--- src/rtl/ehl_reorder.sv ---
// Reordering buffer: applies a bit/byte permutation at acceptance and holds up to two
// transformed words in a FIFO with registered ready/valid handshakes.
module ehl_reorder #(
    parameter int unsigned WIDTH = 32
) (
    input  logic             clk,
    input  logic             reset_n,
    input  logic             in_valid,
    output logic             in_ready,
    input  logic [WIDTH-1:0] din,
    input  logic [1:0]       mode,
    output logic             out_valid,
    input  logic             out_ready,
    output logic [WIDTH-1:0] dout,
    output logic             busy
);

    localparam int unsigned NBYTES = WIDTH / 8;

    logic [WIDTH-1:0] r_mem [0:1];
    logic [1:0]       r_count;
    logic             r_wr_ptr;
    logic             r_rd_ptr;
    logic             r_in_ready;
    logic [WIDTH-1:0] r_dout;

    logic             w_push;
    logic             w_pop;
    logic [1:0]       w_count_nxt;
    logic             w_wr_ptr_nxt;
    logic             w_rd_ptr_nxt;
    logic [WIDTH-1:0] w_word;
    logic [WIDTH-1:0] w_head_nxt;
    logic [WIDTH-1:0] w_dout_nxt;

    function automatic logic [WIDTH-1:0] f_reorder(input logic [1:0] m,
                                                   input logic [WIDTH-1:0] d);
        logic [WIDTH-1:0] r;
        r = d;
        case (m)
            2'd1: begin
                for (int i = 0; i < WIDTH; i++) r[i] = d[WIDTH-1-i];
            end
            2'd2: begin
                for (int k = 0; k < NBYTES; k++)
                    for (int j = 0; j < 8; j++) r[8*k+j] = d[8*(NBYTES-1-k)+j];
            end
            2'd3: begin
                for (int k = 0; k < NBYTES; k++)
                    for (int j = 0; j < 8; j++) r[8*k+j] = d[8*k+7-j];
            end
            default: r = d;
        endcase
        return r;
    endfunction

    always_comb begin
        w_word       = f_reorder(mode, din);
        w_push       = in_valid && r_in_ready;
        w_pop        = (r_count != 2'd0) && out_ready;
        w_count_nxt  = r_count + {1'b0, w_push} - {1'b0, w_pop};
        w_wr_ptr_nxt = r_wr_ptr ^ w_push;
        w_rd_ptr_nxt = r_rd_ptr ^ w_pop;
        // The next head is either the word being written this cycle or an already stored one.
        if (w_push && (r_wr_ptr == w_rd_ptr_nxt)) begin
            w_head_nxt = w_word;
        end else begin
            w_head_nxt = r_mem[w_rd_ptr_nxt];
        end
        w_dout_nxt = (w_count_nxt != 2'd0) ? w_head_nxt : r_dout;
    end

    always_ff @(posedge clk or negedge reset_n) begin
        if (!reset_n) begin
            r_mem[0]   <= '0;
            r_mem[1]   <= '0;
            r_count    <= 2'd0;
            r_wr_ptr   <= 1'b0;
            r_rd_ptr   <= 1'b0;
            r_in_ready <= 1'b0;
            r_dout     <= '0;
        end else begin
            if (w_push) r_mem[r_wr_ptr] <= w_word;
            r_count    <= w_count_nxt;
            r_wr_ptr   <= w_wr_ptr_nxt;
            r_rd_ptr   <= w_rd_ptr_nxt;
            r_in_ready <= (w_count_nxt != 2'd2);
            r_dout     <= w_dout_nxt;
        end
    end

    assign in_ready  = r_in_ready;
    assign out_valid = (r_count != 2'd0);
    assign busy      = (r_count != 2'd0);
    assign dout      = r_dout;

endmodule

--- config.mk ---
export PLATFORM = sky130hd
export DESIGN_NAME = ehl_reorder
export DESIGN_NICKNAME = d
export VERILOG_FILES = /design/src/rtl/ehl_reorder.sv
export SDC_FILE = /design/constraint.sdc
export NUM_CORES = 1
export LEC_CHECK = 0
export ABC_AREA = 1
export BUFFER_PORTS_ARGS = -buffer_cell sky130_fd_sc_hd__buf_2
export CAP_MARGIN = 15
export CELL_PAD_IN_SITES_DETAIL_PLACEMENT = 0
export CELL_PAD_IN_SITES_GLOBAL_PLACEMENT = 1
export CORE_ASPECT_RATIO = 1.75
export CORE_MARGIN = 5
export CORE_UTILIZATION = 42
export CTS_CLUSTER_DIAMETER = 100
export DETAILED_ROUTE_END_ITERATION = 12
export PLACE_DENSITY_LB_ADDON = 0.1
export SLEW_MARGIN = 20
export SYNTH_ARGS = -nofsm -noshare
export SYNTH_HDL_FRONTEND = slang
export SYNTH_SLANG_ARGS = --single-unit
export TNS_END_PERCENT = 20
--- constraint.sdc ---
create_clock -name clk -period 2.3 [get_ports clk]
set_input_delay 0.46 -clock clk [delete_from_list [all_inputs] [get_ports clk]]
set_output_delay 0.46 -clock clk [all_outputs]
set_load 0.03 [all_outputs]
==> qor.txt <==
Relative slew slack - 51.90%
Max H-tree Level - 3
Worst setup slack for register-to-register paths - 0.35 ns
Final number of hold-violating endpoints - 0
Die outline area - 16,470 um^2
Vias in the first global route - 5,208
Aggregate negative setup slack - 0 ns
Area delta synth->final - 13.68%
Routed wire length per instance - 15.83 um
CTS tree - yes
Number of instances in the synthesized netlist - 867
DR vias - 5,441
Biggest area contributors in the synthesized netlist - dfrtp_1, nand2_1, nand3_1
Total of warnings raised by yosys - 0
Peak clock frequency supported by timing - 512.4 MHz
Pwr/cell area - 1545 nW/um^2
Finished Cell Area - 6644 um^2
Worst EP required - 2.58 ns
Endpoint kind of the worst setup timing path - flip-flop
Leading cell type in the layout, fill and taps excluded - nand2_1
Average size of a mapped cell - 6.741 um^2
Placed wire-length estimate after detailed placement - 11.99 mm
Buffer cell driving the clock tree root - clkbuf_16
Setup Skew - 0.006775 ns
Routability cong. - 0.8399
Final critical-path share of the clock period - 84.86%
Hold bufs inserted after CTS - 0
Count of input and output buffers - 72
Number of resized instances in the post-cts repair step - 0
Total global routing track utilization - 21.78%
Floorplan core area - 13,760 um^2
Final setup violating endpoints - 0
Post-synthesis net count - 906
Distinct cells, synth - 25
Register Area - 2527 um^2
Starting density of the core - 42.46%
# Max-Cap Violations - 0
Die Y - 166.1 um
Fill cells - 1,433
Critical path start-end classification - reg -> reg
Antenna violations before repair - 2
Remaining antenna violation count after routing - 0
Leading cell types in the layout, fill and taps excluded - nand2_1, dfrtp_1, nand3_1, inv_1, buf_2
Iteration-0 DRC Markers - 296
Path class of the lowest-slack min-delay path - in -> async
Rows - 57
Synth top area share - 43.25%
Post-CTS Setup Repair Bufs - 0
Max-slew violation total from the final report - 0
Combined area of the multi-input logic cells - 2618 um^2
Leakage - 3.640 nW
WP data arrival - 2.23 ns
Clock net sink count - 101
Element type at the critical path start - flip-flop
Wire length of the first global-routing pass - 28.16 mm
Routed via count divided by cell count - 4.937
Die extent in x - 99.17 um
Transition time at the pin with the least slew margin - 0.7198 ns
Final Util - 48.27%
CTS clk-pin slew, worst paths - 0.07 ns
Share of layout cells above drive strength 1 - 14.30%
Pre-antenna DRT Iters - 4
DR DRC count - 0
Routed wire length - 17.45 mm
Post-synth design cell area - 5844 um^2
Leading area contributor after synthesis - dfrtp_1
Later-pin clock latency in the skew report - 0.34 ns
Cell area reported after detailed placement - 6327 um^2
Setup repair after global routing missed its margin - no
Worst vdd rail ir drop - 0.0006241 V
Status - finished, final reports clean
Largest net degree at the start of global routing - 66
Layout net count - 957
Sequential share of the synthesized area - 43.25%
Min cycle time layout - 1.952 ns
#FFs+latches synth - 101
Number of top-level pins - 73
Inserted Clock Buffers - 9
Peak fanout along the critical path - 11
Clock Path Buffers - 2
Aggregate global routing overflow - 0
==> power breakdown <==
group | internal [W] | switching, W | leakage [nW] | total, W
Sequential | 0.00266 | 0.000540 | 1.25 | 0.00321
Clock | 0.000880 | 0.000680 | 0.146 | 0.00156
Combinational | 0.00177 | 0.00373 | 2.25 | 0.00550
==> critical path, stage by stage, from the launching register on <==
cell and delay, ns:
dfrtp_1 0.38, nand2_1 0.15, clkinv_1 0.10, nand2_1 0.07
nand2_1 0.05, ha_1 0.19, xnor2_1 0.14, or2_4 0.27
nand3_4 0.10, buf_4 0.22, nand3_1 0.13, nand2_1 0.08
==> cell type report <==
class                      instances  area share [%]
antenna                            2         0.07533
clock buffer                      10           3.597
clock inverter                     6           1.017
inverter                         106           6.064
multi-input combinational        613           39.40
sequential                       101           38.04
tap                              177           3.333
timing repair buffer              87           8.475
==> kinds of logic (layout without fill, tap and decap cells) <==
family                     after synthesis  count (layout)  share of synthesized area, %
and+or+nand+nor                        546             546                         38.71
buffers and inverters                  153             209                         12.05
DFF                                    101             101                         43.25
AOI/OAI and AO/OA                       65              65                         5.631
adders and majority gates                1               1                        0.2141
xor gates and xnor gates                 1               1                        0.1499
other                                    0               2                             0
==> metrics by stage <==
stage                     power [W]  hold WS [ns]  cells  setup WS, ns
final                       0.01026       0.08429   1102        0.3482
after global routing        0.01120        0.1247   1102        0.1527
after CTS                   0.01036       0.09666   1100        0.3425
after detailed placement   0.008776        0.4652   1084       0.03660
after global placement     0.008679        0.4603   1084        0.1226
after floorplan            0.007272        0.1644    867       0.02983
==> synthesized netlist by cell type <==
cell	instances
inv_1	97
o21ai_0	56
dfrtp_1	101
clkinv_1	2
nor2_4	1
buf_6	8
buf_2	15
o21ai_1	8
inv_6	1
o21ai_2	1
nand2_1	358
inv_2	6
nand3_2	3
or2_4	1
nand3_4	1
nor2_1	67
xnor2_1	1
buf_4	8
nor2_2	1
nand2_2	13
clkbuf_1	15
ha_1	1
buf_12	1
nand2_4	1
nand3_1	100
==> registers in the layout, indices dropped and copies added (netlist names) <==
signal	count
dout	32
in_ready	1
r_count	2
r_mem	64
r_rd_ptr	1
r_wr_ptr	1
==> metal layers <==
metal | GRT usage [%] | vias to the layer above | share of wire (%)
met1 | 25.37 | 2539 | 38
met3 | 2.522 | 26 | 4.1
met2 | 38.76 | 134 | 53
li1 | - | 2742 | -
met5 | 0 | - | 0
met4 | 10.82 | 0 | 4.3
==> path summary, 6_finish.rpt <==
| kind | endpoint | cells after the start | startpoint |
|---|---|---|---|
| worst max register to register | dout[28] | 11 | in_ready |
| worst max-delay path | dout[28] | 11 | in_ready |
| min in group clk | r_wr_ptr | 4 | in_valid |
| max in group asynchronous | dout[23] | 2 | reset_n |
| worst min-delay path | r_rd_ptr | 1 | reset_n |
| worst min register to register | dout[16] | 2 | dout[16] |
(Power assumes the default switching activity.)
